**src/rtl/fifo_wr_arb.sv**
```systemverilog
// fifo_wr_arb: round-robin arbiter for the write side of a single fifo.
// A requester gets a grant only if the fifo can absorb a full burst.
// The burst ends on the requester's last beat, after MAX_BURST beats,
// or when the requester stays silent for IDLE_TIMEOUT cycles (0 = never).
module fifo_wr_arb #(
    parameter int NREQ         = 4,
    parameter int DATA_WIDTH   = 72,
    parameter int ADDR_WIDTH   = 9,
    parameter int MAX_BURST    = 16,
    parameter int IDLE_TIMEOUT = 64
) (
    input  logic                         clk,
    input  logic                         clr_n,
    input  logic [NREQ-1:0]              req_valid,
    input  logic [NREQ*DATA_WIDTH-1:0]   req_data,
    input  logic [NREQ-1:0]              req_last,
    output logic [NREQ-1:0]              req_ready,
    output logic [DATA_WIDTH-1:0]        fifo_din,
    output logic                         fifo_wr_en,
    input  logic                         fifo_full,
    input  logic [ADDR_WIDTH-1:0]        fifo_elemcnt,
    output logic [NREQ-1:0]              grant,
    output logic                         abort
);
    localparam int PW = (NREQ > 1) ? $clog2(NREQ) : 1;
    localparam int BW = $clog2(MAX_BURST + 1);
    localparam int IW = (IDLE_TIMEOUT > 0) ? $clog2(IDLE_TIMEOUT + 1) : 1;

    localparam logic [ADDR_WIDTH:0] CAPACITY   = {1'b0, {ADDR_WIDTH{1'b1}}};
    localparam logic [ADDR_WIDTH:0] BURST_ROOM = (ADDR_WIDTH + 1)'(MAX_BURST);
    localparam logic [BW-1:0]       BEAT_LAST  = BW'(MAX_BURST - 1);
    localparam logic [IW-1:0]       IDLE_LAST  = IW'((IDLE_TIMEOUT > 0) ? IDLE_TIMEOUT - 1 : 0);

    typedef enum logic {
        IDLE  = 1'b0,
        BURST = 1'b1
    } state_t;

    state_t          state;
    logic [PW-1:0]   rr_ptr;
    logic [BW-1:0]   beat_cnt;
    logic [IW-1:0]   idle_cnt;

    logic [ADDR_WIDTH:0] free_space;
    logic                eligible;
    logic [PW-1:0]       pick;
    logic [PW-1:0]       cand;
    logic                found;
    logic                own_valid;
    logic                own_last;
    logic [DATA_WIDTH-1:0] own_data;
    logic                beat;
    logic                burst_end;
    logic                timeout;

    // Free space never goes negative: elemcnt is at most 2^ADDR_WIDTH-1.
    assign free_space = CAPACITY - {1'b0, fifo_elemcnt};
    assign eligible   = (|req_valid) && (free_space >= BURST_ROOM);

    // Rotating priority: first valid requester strictly after rr_ptr.
    always_comb begin
        pick  = rr_ptr;
        found = 1'b0;
        cand  = '0;
        for (int k = 1; k <= NREQ; k++) begin
            cand = PW'((int'(rr_ptr) + k) % NREQ);
            if (!found && req_valid[cand]) begin
                pick  = cand;
                found = 1'b1;
            end
        end
    end

    // Select the current owner's beat signals; rr_ptr holds the owner during a burst.
    always_comb begin
        own_valid = 1'b0;
        own_last  = 1'b0;
        own_data  = '0;
        for (int i = 0; i < NREQ; i++) begin
            if (rr_ptr == PW'(i)) begin
                own_valid = req_valid[i];
                own_last  = req_last[i];
                own_data  = req_data[i*DATA_WIDTH +: DATA_WIDTH];
            end
        end
    end

    assign beat      = (state == BURST) && own_valid && !fifo_full;
    assign burst_end = beat && (own_last || (beat_cnt == BEAT_LAST));
    assign timeout   = (IDLE_TIMEOUT != 0) && (state == BURST) && !beat && (idle_cnt == IDLE_LAST);

    // Combinational write path to the fifo; quiet outside a burst.
    always_comb begin
        req_ready  = '0;
        fifo_din   = '0;
        fifo_wr_en = 1'b0;
        if (state == BURST) begin
            for (int i = 0; i < NREQ; i++) begin
                if (rr_ptr == PW'(i)) begin
                    req_ready[i] = !fifo_full;
                end
            end
            fifo_din   = own_data;
            fifo_wr_en = beat;
        end
    end

    // Arbitration FSM with registered grant and abort.
    always_ff @(posedge clk or negedge clr_n) begin
        if (!clr_n) begin
            state    <= IDLE;
            grant    <= '0;
            rr_ptr   <= PW'(NREQ - 1);
            beat_cnt <= '0;
            idle_cnt <= '0;
            abort    <= 1'b0;
        end else begin
            abort <= 1'b0;
            case (state)
                IDLE: begin
                    if (eligible) begin
                        grant    <= {{(NREQ-1){1'b0}}, 1'b1} << pick;
                        rr_ptr   <= pick;
                        beat_cnt <= '0;
                        idle_cnt <= '0;
                        state    <= BURST;
                    end
                end
                BURST: begin
                    if (beat) begin
                        beat_cnt <= beat_cnt + BW'(1);
                        idle_cnt <= '0;
                        if (burst_end) begin
                            grant <= '0;
                            state <= IDLE;
                        end
                    end else begin
                        if (idle_cnt != {IW{1'b1}}) begin
                            idle_cnt <= idle_cnt + IW'(1);
                        end
                        // rr_ptr is left on the aborted requester so it ranks last next round.
                        if (timeout) begin
                            grant <= '0;
                            abort <= 1'b1;
                            state <= IDLE;
                        end
                    end
                end
                default: begin
                    grant <= '0;
                    state <= IDLE;
                end
            endcase
        end
    end

endmodule

```
**config.mk**
```make
export PLATFORM = sky130hd
export DESIGN_NAME = fifo_wr_arb
export DESIGN_NICKNAME = d
export VERILOG_FILES = /design/src/rtl/fifo_wr_arb.sv
export SDC_FILE = /design/constraint.sdc
export NUM_CORES = 1
export LEC_CHECK = 0
export BUFFER_PORTS_ARGS = -buffer_cell sky130_fd_sc_hd__buf_4
export CORE_AREA = 2 2 152 154
export CTS_CLUSTER_SIZE = 12
export DETAILED_ROUTE_END_ITERATION = 6
export DIE_AREA = 0 0 154 156
export SYNTH_ARGS = -nofsm -noshare
export SYNTH_HDL_FRONTEND = slang
export SYNTH_SLANG_ARGS = --single-unit
```
**constraint.sdc**
```tcl
create_clock -name clk -period 4 [get_ports clk]
set_input_delay 0.2 -clock clk [delete_from_list [all_inputs] [get_ports clk]]
set_output_delay 0.2 -clock clk [all_outputs]
set_load 0.03 [all_outputs]
```
==> results by stage, run 1 <==
Outcome:
- The run finished with clean final reports.

Final layout:
- The fraction of layout cells with a size suffix above 1 is 42.3%.
- With fillers left out, the area of the finished cells amounts to 0.00706 sq mm.
- 0 antenna diodes ended up in the layout.
- After filler insertion, the fill cell instance count of the layout stands at 2485.
- The area growth from synthesis to layout is 84.1%.
- At the end of the flow, the number of nets in the layout was 1293.

Global route:
- The first-pass GRT wire length is 29.1 mm.
- The total congestion overflow after global routing is 0.
- The pin count of the biggest net entering global routing is 82.
- The via count of the first global-routing pass is 5262.
- The total track usage is 14.8%.
- The initial antenna violation count came to 0.

Routing:
- The final route contains 5817 vias.
- The detail route stage leaves a number of antenna-violating nets equal to 0.
- The pre-antenna-repair detailed-routing pass consisted of 5 iterations.
- For this block, the initial DRC count from the detailed router was 414.
- In the routed design, unresolved DRC markers number 0.
- After detailed routing, the total wire length is just under 20 mm.
- The number of vias per cell after detailed routing is 4.61.
- After detailed routing, the average wire length per cell comes to 15.8 microns.

Clock tree:
- The clock latency at the later pin of the worst-skew pair is between 0.2 and 0.3 ns.
- After clock tree synthesis, the clock-pin slew on the worst setup and hold paths is 0.06 ns.
- The TritonCTS clock tree is yes.
- The number of buffers between clock root and the deepest sink is 2.
- The number of post-CTS setup repair buffers is 0.
- The root cell of the clock tree is sky130_fd_sc_hd__clkbuf_16.
- The number of clock sinks seen by CTS is 20.
- The number of levels in the clock H-tree is 1.
- Counting the buffers created by CTS gives 3.

STA:
- The max-slew violation count is 0.
- For the pin with the worst max-slew slack, the measured transition is roughly 0.73 ns.
- The final count of hold timing violations is 0.
- The clock period minus final worst setup slack is 3.17 ns.
- The final worst clock skew is 0.00448 ns.
- The part of the cycle the worst path needs is 79.2%.
- Setup repair after global routing left no endpoint under its margin.
- Setup violations remaining at the end of the flow were counted as 0.
- The fmax is between 300 and 400 MHz.
- The normalized max-slew margin is 51.3%.
- For the final routed database, the setup TNS stands at 0 ns.

Yosys:
- The number of nets handed over by synthesis was 957.
- After synthesis, the cell types taking the most area are sky130_fd_sc_hd__a22oi_1, sky130_fd_sc_hd__and2_1, sky130_fd_sc_hd__dfrtp_1.
- The number of different library cells used by synthesis comes to 46.
- The synthesized area is 0.00384 sq mm.
- Summing the sequential cell areas from Yosys gives 13.1% of the chip area.
- Yosys printed 0 warnings.
- The synthesized design devotes to its leading area cell type around 14% of total area.
- After technology mapping, the gate count stands at approximately 640.
- The number of enable-type register cells in the synthesized netlist is 0.
- The average size of a mapped cell is 5.98 sq um.
- The predominant post-synthesis flop cell is sky130_fd_sc_hd__dfrtp_1.
- The biggest area contributor in the post-synthesis netlist is sky130_fd_sc_hd__a22oi_1.
- Synthesis inferred 20 register bits.
- The share of synthesized registers carrying an async set or reset is 100%.

Worst setup path:
- STA puts the critical path data required time at about 3.8 ns.
- The largest individual stage delay along the critical path comes from the cell sky130_fd_sc_hd__dfstp_2.
- The worst register-to-register path has a depth of 8.
- Data on the critical path arrives at its endpoint at 2.97 ns.
- The endpoint identified for the worst register-to-register timing path is grant[1]$_DFFE_PN0P_.
- The most common cell type on the critical path is sky130_fd_sc_hd__buf_4.
- Along the worst path, the maximum fanout reaches 44.
- The critical path launch point type is a register.
- The worst setup path endpoint is fifo_din[67].
- Tracing the worst setup path back leads to its startpoint at rr_ptr[0]$_DFFE_PN1P_.
- The critical path goes through inv_1, ha_1, nor2b_4, buf_4, a22oi_1, nor2_1, a21oi_1, o21ai_0, and2_1, buf_4.
- On the worst path, the slowest cell contributes a delay of 0.76 ns.
- The startpoint of the most critical register-to-register path is rr_ptr[0]$_DFFE_PN1P_.
- The worst setup path is of the reg -> out kind.
- The setup slack of the most critical reg-to-reg path is 1.13 ns.
- The kind of end point of the critical path is a primary output.

Placed design:
- At the end of routability-driven placement, the weighted congestion stood at 0.807.
- The count of buffers from port buffering is 385.
- The placed wire-length estimate after detailed placement is 15.7 mm.
- The placed instances occupy a cell area of about 0.007 sq mm.

Floorplanning:
- The area enclosed by the die boundary is 0.0240 sq mm.
- The starting utilization of the core area is 17.2%.
- In this run the count of I/O pins placed on the die edge is 390.
- The floorplan die height is 156 microns.
- The floorplan has 55 rows.
- The region available for standard cell placement spans 0.0224 sq mm.
- Measured along the x axis, the die boundary spans between 150 and 200 microns.

Pwr:
- The power density over the cells is 818 mW/mm^2.
- The worst ir drop on vdd is 0.341 mV.
- The power consumption is between 0.005 and 0.006 W.
- The leakage power is 3.36 nW.

Worst hold path:
- The type of the most critical hold path is in -> async.

Job:
- The number of max-capacitance violations reported is 0.
kinds of logic after synthesis:
kind of cell | synth area share, %
muxes | 2.58
AOI/OAI and AO/OA | 40.0
buffers and inverters | 7.34
and+or+nand+nor | 33.8
xor gates and xnor gates | 0.913
adders and majority gates | 2.28
DFF | 13.1
power breakdown:
part,internal [W],total (W),switching (W)
Combinational,0.00202,0.00519,0.00318
Clock,0.000152,0.000224,0.0000713
Sequential,0.000275,0.000361,0.0000858
Total,0.00244,0.00578,0.00333
worst min-delay path by stage:
stage                     start                 endpoint  slack [ns]  cells after the start
after detailed placement  clr_n          abort$_DFF_PN0_         0.1                      1
after global placement    clr_n          abort$_DFF_PN0_        0.09                      1
final                     clr_n  idle_cnt[6]$_DFFE_PN0P_        0.36                      2
after global routing      clr_n  idle_cnt[4]$_DFFE_PN0P_        0.39                      2
after CTS                 clr_n  idle_cnt[6]$_DFFE_PN0P_        0.36                      2
after floorplan           clr_n          abort$_DFF_PN0_        -0.1                      0
per-layer routing:
metal,vias up,routed length (microns),share of wire [%],GRT usage [%]
met5,-,0,0,0
met4,0,166,0.83,1.82
met3,12,1390,7.0,2.67
met2,225,9820,49,26.1
met1,2649,8510,43,19.5
li1,2931,-,-,-
worst max-delay path: cells and delay by family, from the launching register on:
kind	cells	cell delay [ns]
flip-flops	1	0.76
buffers and inverters	3	0.64
adder cells (fa/ha/maj)	1	0.29
AO/OA/AOI/OAI	3	0.64
AND/OR/NAND/NOR	3	0.37
placed cells by master, fill, tap and decap left out, types with 4 or more instances in the layout:
master,instances
sky130_fd_sc_hd__o21ai_0,84
sky130_fd_sc_hd__inv_1,8
sky130_fd_sc_hd__nand3_1,7
sky130_fd_sc_hd__nand2b_1,5
sky130_fd_sc_hd__dfrtp_1,17
sky130_fd_sc_hd__and2_1,79
sky130_fd_sc_hd__nand2_1,76
sky130_fd_sc_hd__and3_1,5
sky130_fd_sc_hd__a22oi_1,72
sky130_fd_sc_hd__buf_4,394
sky130_fd_sc_hd__nor2_1,87
sky130_fd_sc_hd__a21oi_1,83
sky130_fd_sc_hd__ha_1,4
sequential cells by signal (all words and copies together), names as in the netlist:
register  flops
rr_ptr        2
abort         1
grant         4
state         1
beat_cnt      5
idle_cnt      7
cells in the mapped netlist, types with 2 or more instances:
master,instances
sky130_fd_sc_hd__nor2_1,87
sky130_fd_sc_hd__o21ai_0,84
sky130_fd_sc_hd__a21oi_1,83
sky130_fd_sc_hd__and2_1,79
sky130_fd_sc_hd__nand2_1,76
sky130_fd_sc_hd__a22oi_1,72
sky130_fd_sc_hd__clkbuf_1,49
sky130_fd_sc_hd__dfrtp_1,18
sky130_fd_sc_hd__buf_1,12
sky130_fd_sc_hd__inv_1,8
sky130_fd_sc_hd__ha_1,7
sky130_fd_sc_hd__nand3_1,7
sky130_fd_sc_hd__and3_1,5
sky130_fd_sc_hd__nand2b_1,5
sky130_fd_sc_hd__nor2b_1,4
sky130_fd_sc_hd__buf_2,3
sky130_fd_sc_hd__mux4_2,3
sky130_fd_sc_hd__nand4_1,3
sky130_fd_sc_hd__nor3_1,3
sky130_fd_sc_hd__xnor2_1,3
sky130_fd_sc_hd__a221oi_1,2
sky130_fd_sc_hd__a22o_1,2
sky130_fd_sc_hd__dfstp_2,2
sky130_fd_sc_hd__mux2i_1,2
sky130_fd_sc_hd__o2bb2ai_1,2
metrics by stage:
stage / util (%) / cells / hold WS [ns] / worst slack, ns
5_1_grt: 31.6 / 1262 / 0.391 / 0.560
6_report: 31.6 / 1262 / 0.357 / 0.830
3_3_place_gp: 31.1 / 1257 / 0.0936 / 1.04
3_5_place_dp: 31.1 / 1257 / 0.0955 / 1.05
4_1_cts: 31.6 / 1262 / 0.364 / 0.760
2_1_floorplan: - / 642 / -0.0956 / 1.38
final cells by class:
| type | count | area [sq um] | area share (%) |
|---|---|---|---|
| Sequential cell | 20 | 504 | 7.14 |
| Tap cell | 285 | 357 | 5.05 |
| Inverter | 8 | 30.0 | 0.425 |
| Timing Repair Buffer | 396 | 2990 | 42.3 |
| Multi-Input combinational cell | 549 | 3100 | 43.8 |
| Clock buffer | 4 | 88.8 | 1.26 |
timing repair:
| item | 4_1_cts | 5_1_grt |
|---|---|---|
| resized for setup | 0 | 0 |
| hold buffers | 1 | 0 |
| hold endpoints to repair | 18 | 0 |
(Power assumes the default switching activity.)
==> run 2, diff against run 1 <==
--- a/config.mk
+++ b/config.mk
@@ -6,10 +6,10 @@
 export NUM_CORES = 1
 export LEC_CHECK = 0
 export BUFFER_PORTS_ARGS = -buffer_cell sky130_fd_sc_hd__buf_4
-export CORE_AREA = 2 2 152 154
+export CORE_AREA = 2 2 153 155
 export CTS_CLUSTER_SIZE = 12
 export DETAILED_ROUTE_END_ITERATION = 6
-export DIE_AREA = 0 0 154 156
+export DIE_AREA = 0 0 155 157
 export SYNTH_ARGS = -nofsm -noshare
 export SYNTH_HDL_FRONTEND = slang
 export SYNTH_SLANG_ARGS = --single-unit
==> constraint.sdc (replaced) <==
create_clock -name clk -period 2.7 [get_ports clk]
set_input_delay 0.135 -clock clk [delete_from_list [all_inputs] [get_ports clk]]
set_output_delay 0.135 -clock clk [all_outputs]
set_load 0.03 [all_outputs]
==> run 2 against run 1 <==
Cell count rose by 1.0%. Critical path type unchanged. Via count did not move. Die area rose by 1.3%. Clock-buffer cell count did not move. Clock skew fell by 0.0024 ns. Critical path depth rose by 1.
==> results by stage, run 2 (same netlist as run 1, synthesis figures left out) <==
Routing:
- The number of vias per cell after detailed routing is 4.56 (was 4.61).
- The number of DRC violations after detailed routing is 0 (unchanged).
- The sum of routed wire segments on met1 is 8.26 mm (was 8.51 mm).
- The detailed-router iteration count before antenna repair came to 7 (was 5).
- The DRC violation total after the first TritonRoute iteration is 366 (was 414).
- The total vias in the final route is 5817 (unchanged).
- The total met3 wirelength after detailed routing was 1.32 mm (was 1.39 mm).
- The length of routed met2 wiring came to 9.87 mm (was 9.82 mm).
- The per-cell routed wire length is 15.3 microns (was 15.8 microns).
- The count of antenna-violating nets left after detailed routing is 0 (unchanged).
- The highest metal layer used by the detailed router was met4 (unchanged).
- The total detailed-routing wirelength is 19.5 mm (was 19.9 mm).

Worst setup path:
- The startpoint of the most critical register-to-register path was rr_ptr[0]$_DFFE_PN1P_ (unchanged).
- The critical path launch point type is a register (unchanged).
- The data arrival time at the worst-slack endpoint is 2.38 ns (was 2.97 ns).
- The biggest fanout along the worst timing path came to 39 (was 44).
- The launching element of the worst setup path is rr_ptr[0]$_DFFE_PN1P_ (unchanged).
- The worst setup path endpoint is fifo_din[23] (was fifo_din[67]).
- The setup slack of the most critical reg-to-reg path came to 0.26 ns (was 1.13 ns).
- The category of the critical setup timing path is reg -> out (unchanged).
- The critical path data required time is 2.57 ns (was 3.80 ns).
- The destination of the worst register-to-register timing path is idle_cnt[0]$_DFFE_PN0P_ (was grant[1]$_DFFE_PN0P_).
- The number of cells traversed by the worst register-to-register path is 9 (was 8).
- The kind of end point of the critical path is a primary output (unchanged).

Final layout:
- The register with the highest flop count is idle_cnt (unchanged).
- The number of diodes added for antenna fixing is 0 (unchanged).
- The area growth from synthesis to layout is 88.8% (was 84.1%).
- The total of fill cells in the finished design is 2440 (was 2485).
- The flip-flop count of the largest register after layout is 7 (unchanged).
- The count of non-filler cells in the finished layout is 1275 (was 1262).
- Largest registers: idle_cnt (7), beat_cnt (5), grant (4) (unchanged).
- Top library cells by usage in the layout, fill and taps aside: sky130_fd_sc_hd__buf_4, sky130_fd_sc_hd__nor2_1, sky130_fd_sc_hd__a21oi_1 (was sky130_fd_sc_hd__buf_4, sky130_fd_sc_hd__nor2_1, sky130_fd_sc_hd__o21ai_0).
- The register area is 504 sq um (unchanged).
- The footprint of the multi-input gates is 0.00310 sq mm (about the same).
- The most frequent standard cell in the layout excluding fill and tap cells is sky130_fd_sc_hd__buf_4 (unchanged).
- The post-layout net count was 1306 (was 1293).
- The fraction of layout cells with a size suffix above 1 is 43.1% (was 42.3%).

Floorplanning:
- The site row count came to 55 (unchanged).
- The area enclosed by the die boundary is 0.0243 sq mm (was 0.0240 sq mm).
- The I/O pin total is 390 (unchanged).
- The x dimension of the die is 155 microns (was 154 microns).
- The floorplan die height was 157 microns (was 156 microns).
- The starting utilization of the core area was 17.0% (was 17.2%).
- The area of the core is 0.0225 sq mm (was 0.0224 sq mm).

Clock tree:
- The root cell of the clock tree is sky130_fd_sc_hd__clkbuf_16 (unchanged).
- The number of buffers inserted during clock tree synthesis came to 3 (unchanged).
- The TritonCTS clock tree is yes (unchanged).
- The clock latency at the later pin of the worst-skew pair is 0.25 ns (about the same).
- The number of levels in the clock H-tree is 1 (unchanged).
- The clock-pin transition on the worst setup and hold timing paths is 0.06 ns (about the same).
- The number of buffers between clock root and the deepest sink was 2 (unchanged).
- The number of clock sinks seen by CTS is 20 (unchanged).

Placed design:
- The number of placed instances with taps included is 1266 (was 1257).
- The count of buffers from port buffering came to 385 (unchanged).
- The placed wire-length estimate after detailed placement came to 15.3 mm (was 15.7 mm).
- The final weighted congestion in routability-driven placement is 0.852 (was 0.807).

Pwr:
- The proportion of power drawn by the clock network is 3.5% (was 3.9%).
- The share of total power consumed by net switching is 56.4% (was 57.7%).
- The internal portion of total power was 0.00386 W (was 0.00244 W).
- The sequential fraction of design power is 5.4% (was 6.2%).
- The net switching power of the design is 0.00499 W (was 0.00333 W).
- The worst ir drop on vdd came to 0.495 mV (was 0.341 mV).
- The combinational group share of total power is 91.1% (was 89.9%).
- The power density over the cells is 1220 mW/mm^2 (was 818 mW/mm^2).
- The leakage power was 3.44 nW (was 3.36 nW).

STA:
- The fmax is 398 MHz.
- The final worst clock skew is 0.00207 ns (was 0.00448 ns).
- The final count of hold timing violations is 0 (unchanged).
- The normalized max-slew margin is 51.9% (was 51.3%).
- The transition time at the pin with the least slew margin is 0.721 ns (was 0.731 ns).
- The clock period minus final worst setup slack is 2.51 ns.
- The count of final setup violators is 0 (unchanged).
- The total negative setup slack came to 0 ns (unchanged).
- Unrepaired setup endpoints after global routing: no (unchanged).
- The max-slew violation count is 0 (unchanged).
- Dividing the final minimum period by the clock period gives between 90% and 100%.
- The final hold slack is 0.296 ns (was 0.357 ns).

Job:
- The number of max-capacitance violations reported is 0 (unchanged).

Global route:
- The via count of the first global-routing pass is 5310 (was 5262).
- The pin count of the biggest net entering global routing is 80 (was 82).
- The first-pass GRT wire length is 28.3 mm (was 29.1 mm).
- The total congestion overflow after global routing is 0 (unchanged).
- The total track usage is 14.3% (was 14.8%).
- The initial antenna violation count is 0 (unchanged).

Worst hold path:
- The type of the most critical hold path is in -> async (unchanged).

Outcome:
- Outcome: finished, final reports clean (unchanged).
## run 2: changes by cell type in the layout (fill, tap and decap cells not counted), sizes merged
| cell | change |
|---|---|
| buf | +13 |
## run 2: layout make-up
class	instances	area share (%)
multi-input combinational	549	42.8
sequential	20	6.96
inverter	8	0.415
tap	285	4.92
clock buffer	4	1.09
timing repair buffer	409	43.8
## run 2: power groups by stage
| stage | sequential, W | combinational, W | clock, W |
|---|---|---|---|
| 3_3_place_gp | 0.000485 | 0.00800 | 0 |
| 4_1_cts | 0.000484 | 0.00807 | 0.000311 |
| 5_1_grt | 0.000491 | 0.00878 | 0.000325 |
| 6_report | 0.000478 | 0.00806 | 0.000311 |
| 2_1_floorplan | 0.000521 | 0.00506 | 0 |
| 3_5_place_dp | 0.000487 | 0.00805 | 0 |
## run 2: per-stage QoR
| step | utilization, % | cell area, sq um | total power (W) | setup WS, ns |
|---|---|---|---|---|
| after floorplan | - | 3840 | 0.00558 | 0.150 |
| after global placement | 31.6 | 7110 | 0.00848 | 0.264 |
| after detailed placement | 31.6 | 7110 | 0.00854 | 0.250 |
| after CTS | 32.0 | 7200 | 0.00887 | 0.0441 |
| after global routing | 32.2 | 7240 | 0.00960 | 0.0174 |
| final | 32.2 | 7240 | 0.00885 | 0.189 |
## run 2: critical path, stage by stage (launching register included)
cell and delay (ns):
sky130_fd_sc_hd__dfstp_2 0.57, sky130_fd_sc_hd__inv_2 0.09, sky130_fd_sc_hd__ha_2 0.20, sky130_fd_sc_hd__nor2b_4 0.15
sky130_fd_sc_hd__buf_12 0.17, sky130_fd_sc_hd__buf_4 0.17, sky130_fd_sc_hd__a22oi_1 0.15, sky130_fd_sc_hd__nor2_1 0.05
sky130_fd_sc_hd__a21oi_1 0.13, sky130_fd_sc_hd__o21ai_0 0.08, sky130_fd_sc_hd__and2_1 0.17, sky130_fd_sc_hd__buf_4 0.17
## run 2: how the worst min path moves through the flow
stage / slack (ns) / cells past startpoint / startpoint / endpoint
floorplan: -0.16 / 0 / clr_n / abort$_DFF_PN0_
global placement: 0.03 / 1 / clr_n / abort$_DFF_PN0_
detailed placement: 0.03 / 1 / clr_n / abort$_DFF_PN0_
CTS: 0.31 / 2 / clr_n / beat_cnt[0]$_DFFE_PN0P_
global route: 0.33 / 2 / clr_n / beat_cnt[3]$_DFFE_PN0P_
finish: 0.30 / 2 / clr_n / idle_cnt[4]$_DFFE_PN0P_
## run 2: what timing repair did
| item | 4_1_cts | 5_1_grt |
|---|---|---|
| resized for setup | 1 | 4 |
| endpoints found under the hold margin | 18 | 0 |
| endpoints found under the setup margin | 1 | 19 |
| buffers inserted | 0 | 4 |
| hold buffers | 1 | 0 |
## run 2: metal layers
| metal | vias to the layer above | GRT usage (%) |
|---|---|---|
| met5 | - | 0 |
| met1 | 2622 | 18.3 |
| met3 | 6 | 2.23 |
| met2 | 228 | 26.1 |
| li1 | 2961 | - |
| met4 | 0 | 1.06 |
==> run 3, diff against run 2 <==
--- a/config.mk
+++ b/config.mk
@@ -10,6 +10,7 @@
 export CTS_CLUSTER_SIZE = 12
 export DETAILED_ROUTE_END_ITERATION = 6
 export DIE_AREA = 0 0 155 157
+export PLACE_DENSITY = 0.54
 export SYNTH_ARGS = -nofsm -noshare
 export SYNTH_HDL_FRONTEND = slang
 export SYNTH_SLANG_ARGS = --single-unit
==> run 3 against run 2 <==
Wire length rose by 5.8%. Register-to-register slack barely moved. Clock skew rose by 0.0045 ns. Worst hold slack got worse by 0.0079 ns. Flip-flop and latch count did not move. Sequential power rose by 1%. Cell count rose by 0.16%. Combinational power rose by 3.1%. Total power rose by 4.1%. Critical endpoint is now fifo_din[4]. Highest routed layer unchanged.
==> results by stage, run 3 (same netlist as run 1, synthesis figures left out) <==
Worst setup path:
- Sequence of cells on the critical path: ha_2, buf_6, a22oi_1, nor2_1, a21oi_1, buf_4, o21ai_0, and2_1, buf_4 (was inv_2, ha_2, nor2b_4, buf_12, buf_4, a22oi_1, nor2_1, a21oi_1, o21ai_0, and2_1, buf_4).
- The slowest library cell on the worst path was sky130_fd_sc_hd__dfstp_2 (unchanged).
- The most common cell type on the critical path is sky130_fd_sc_hd__buf_4 (unchanged).
- The biggest fanout along the worst timing path is 22 (was 39).
- The longest individual stage delay on the worst path came to 0.60 ns (was 0.57 ns).
- The category of the critical setup timing path is reg -> out (unchanged).
- The critical path launch point type is a register (unchanged).
- The data arrival time at the worst-slack endpoint is 2.42 ns (was 2.38 ns).
- The critical path data required time is 2.57 ns (about the same).
- The kind of end point of the critical path is a primary output (unchanged).

Pwr:
- The leakage power is 3.48 nW (was 3.44 nW).
- The combinational group share of total power was 90.3% (was 91.1%).
- The net switching power of the design was 0.00515 W (was 0.00499 W).
- The sequential fraction of design power was 5.3% (was 5.4%).
- The proportion of power drawn by the clock network is 4.5% (was 3.5%).
- The power density over the cells is 1260 mW/mm^2 (was 1220 mW/mm^2).
- The internal portion of total power is 0.00406 W (was 0.00386 W).
- The worst ir drop on vdd is 0.647 mV (was 0.495 mV).
- The share of total power consumed by net switching is 55.9% (was 56.4%).

STA:
- The transition time at the pin with the least slew margin came to 0.716 ns (was 0.721 ns).
- The normalized max-slew margin is 52.3% (was 51.9%).
- The total negative setup slack is 0 ns (unchanged).
- The final count of hold timing violations is 0 (unchanged).
- The part of the cycle the worst path needs is 94.7% (was 93.0%).
- The final worst clock skew is 0.00658 ns (was 0.00207 ns).
- The fmax was 391 MHz (was 398 MHz).
- The count of final setup violators came to 0 (unchanged).
- The clock period minus final worst setup slack came to 2.56 ns (was 2.51 ns).
- The max-slew violation count is 0 (unchanged).
- The final hold slack is 0.288 ns (was 0.296 ns).

Global route:
- The met2 track demand over resource in global routing is 26.5% (was 26.1%).
- The total track usage is 14.9% (was 14.3%).
- The met3 routing resource usage after global routing is 2.67% (was 2.23%).
- The pin count of the biggest net entering global routing is 80 (unchanged).
- The initial antenna violation count is 0 (unchanged).
- The busiest layer in global routing is met2 (unchanged).
- The total congestion overflow after global routing is 0 (unchanged).
- The met1 routing resource usage after global routing is 19.0% (was 18.3%).
- The via count of the first global-routing pass is 5401 (was 5310).
- The first-pass GRT wire length came to 29.1 mm (was 28.3 mm).

Job:
- The number of max-capacitance violations reported was 0 (unchanged).

Final layout:
- Top library cells by usage in the layout, fill and taps aside: sky130_fd_sc_hd__buf_4, sky130_fd_sc_hd__nor2_1, sky130_fd_sc_hd__o21ai_0 (was sky130_fd_sc_hd__buf_4, sky130_fd_sc_hd__nor2_1, sky130_fd_sc_hd__a21oi_1).
- The count of non-filler cells in the finished layout was 1277 (was 1275).
- The total of fill cells in the finished design is 2479 (was 2440).
- The area growth from synthesis to layout is 90.9% (was 88.8%).
- The flip-flop count of the largest register after layout is 7 (unchanged).
- The number of diodes added for antenna fixing was 0 (unchanged).
- The fraction of layout cells with a size suffix above 1 is 43.8% (was 43.1%).
- The register with the highest flop count is idle_cnt (unchanged).
- The area of all placed cells without fillers is 0.00732 sq mm (was 0.00724 sq mm).
- The post-layout net count is 1308 (was 1306).
- The most frequent standard cell in the layout excluding fill and tap cells is sky130_fd_sc_hd__buf_4 (unchanged).
- Largest registers: idle_cnt (7), beat_cnt (5), grant (4) (unchanged).

Clock tree:
- The number of levels in the clock H-tree is 1 (unchanged).
- The number of buffers inserted during clock tree synthesis is 3 (unchanged).
- The root cell of the clock tree was sky130_fd_sc_hd__clkbuf_16 (unchanged).
- The clock-pin transition on the worst setup and hold timing paths is 0.06 ns (about the same).
- The TritonCTS clock tree is yes (unchanged).
- The clock latency at the later pin of the worst-skew pair is 0.26 ns (was 0.25 ns).
- The number of buffers between clock root and the deepest sink is 2 (unchanged).
- The number of clock sinks seen by CTS is 20 (unchanged).

Routing:
- The per-cell routed wire length came to 16.2 microns (was 15.3 microns).
- The total detailed-routing wirelength is 20.7 mm (was 19.5 mm).
- The DRC violation total after the first TritonRoute iteration is 326 (was 366).
- The total vias in the final route was 5833 (was 5817).
- The number of DRC violations after detailed routing came to 0 (unchanged).
- The detailed-router iteration count before antenna repair was 5 (was 7).
- The count of antenna-violating nets left after detailed routing was 0 (unchanged).
- The number of vias per cell after detailed routing is 4.57 (was 4.56).

Floorplanning:
- The site row count is 55 (unchanged).
- The area of the core was 0.0225 sq mm (unchanged).
- The I/O pin total is 390 (unchanged).
- The starting utilization of the core area is 17.0% (unchanged).
- The area enclosed by the die boundary is 0.0243 sq mm (unchanged).
- The floorplan die height is 157 microns (unchanged).
- The x dimension of the die came to 155 microns (unchanged).

Placed design:
- The instance area after placement is 0.00708 sq mm (was 0.00711 sq mm).
- The placed wire-length estimate after detailed placement was 15.9 mm (was 15.3 mm).
- The count of buffers from port buffering is 385 (unchanged).
- The final weighted congestion in routability-driven placement came to 0.817 (was 0.852).
- The number of placed instances with taps included is 1267 (was 1266).

Outcome:
- Outcome: finished, final reports clean (unchanged).

Worst hold path:
- The type of the most critical hold path is in -> async (unchanged).
[run 3: cell types whose count changed in the layout (fill, tap and decap cells not counted), moves of 2 or more]
cell / change
sky130_fd_sc_hd__a21oi_1: -3
sky130_fd_sc_hd__a21oi_2: +3
sky130_fd_sc_hd__buf_12: -3
sky130_fd_sc_hd__buf_4: -2
sky130_fd_sc_hd__buf_6: +4
sky130_fd_sc_hd__clkbuf_16: +2
[run 3: timing repair]
item | in CTS | in global routing
gates resized for setup | 0 | 15
buffers inserted | 0 | 3
endpoints found under the setup margin | 0 | 27
hold buffers | 1 | 0
hold endpoints to repair | 18 | 0
[run 3: worst max-delay path, delay by kind of cell (launching register included)]
kind            cells  cell delay (ns)
fa+ha+maj           1             0.28
compound gates      3             0.44
buf+inv             3             0.55
flops               1             0.60
simple gates        2             0.27
[run 3: per-stage QoR]
step | setup slack (ns) | total power [W] | util, %
after floorplan | 0.150 | 0.00558 | -
after global placement | 0.302 | 0.00851 | 31.5
after detailed placement | 0.300 | 0.00853 | 31.5
after CTS | 0.0106 | 0.00898 | 32.0
after global routing | -0.0239 | 0.00995 | 32.5
final | 0.142 | 0.00921 | 32.5
[run 3: power groups by stage]
stage | clock network (W) | logic [W] | registers, W
3_3_place_gp | 0 | 0.00803 | 0.000483
6_report | 0.000412 | 0.00831 | 0.000485
5_1_grt | 0.000439 | 0.00901 | 0.000497
3_5_place_dp | 0 | 0.00805 | 0.000484
2_1_floorplan | 0 | 0.00506 | 0.000521
4_1_cts | 0.000423 | 0.00808 | 0.000480
[run 3: routing by layer]
metal  vias to the layer above  wire length (microns)
met5                         -                      0
li1                       2967                      -
met2                       236                  10400
met4                         0                    276
met1                      2608                   8600
met3                        22                   1380
[run 3: final cells by class]
cell class / count / area, sq um / share of cell area, %
Inverter: 8 / 32.5 / 0.444
Tap cell: 285 / 357 / 4.87
Clock buffer: 3 / 75.1 / 1.02
Timing Repair Buffer: 411 / 3220 / 44.0
Multi-Input combinational cell: 549 / 3110 / 42.4
Clock inverter: 1 / 30.0 / 0.410
Sequential cell: 20 / 504 / 6.88
[run 3: final timing paths]
check | from | to | slack, ns | cells after the start
worst max-delay path | rr_ptr[0]$_DFFE_PN1P_ | fifo_din[4] | 0.14 | 9
worst max register to register | rr_ptr[0]$_DFFE_PN1P_ | grant[1]$_DFFE_PN0P_ | 0.25 | 7
worst min-delay path | clr_n | idle_cnt[5]$_DFFE_PN0P_ | 0.29 | 2
worst min register to register | grant[3]$_DFFE_PN0P_ | grant[3]$_DFFE_PN0P_ | 0.50 | 1
min in group clk | req_last[3] | state$_DFF_PN0_ | 0.41 | 5
max in group asynchronous | clr_n | rr_ptr[0]$_DFFE_PN1P_ | 2.14 | 2
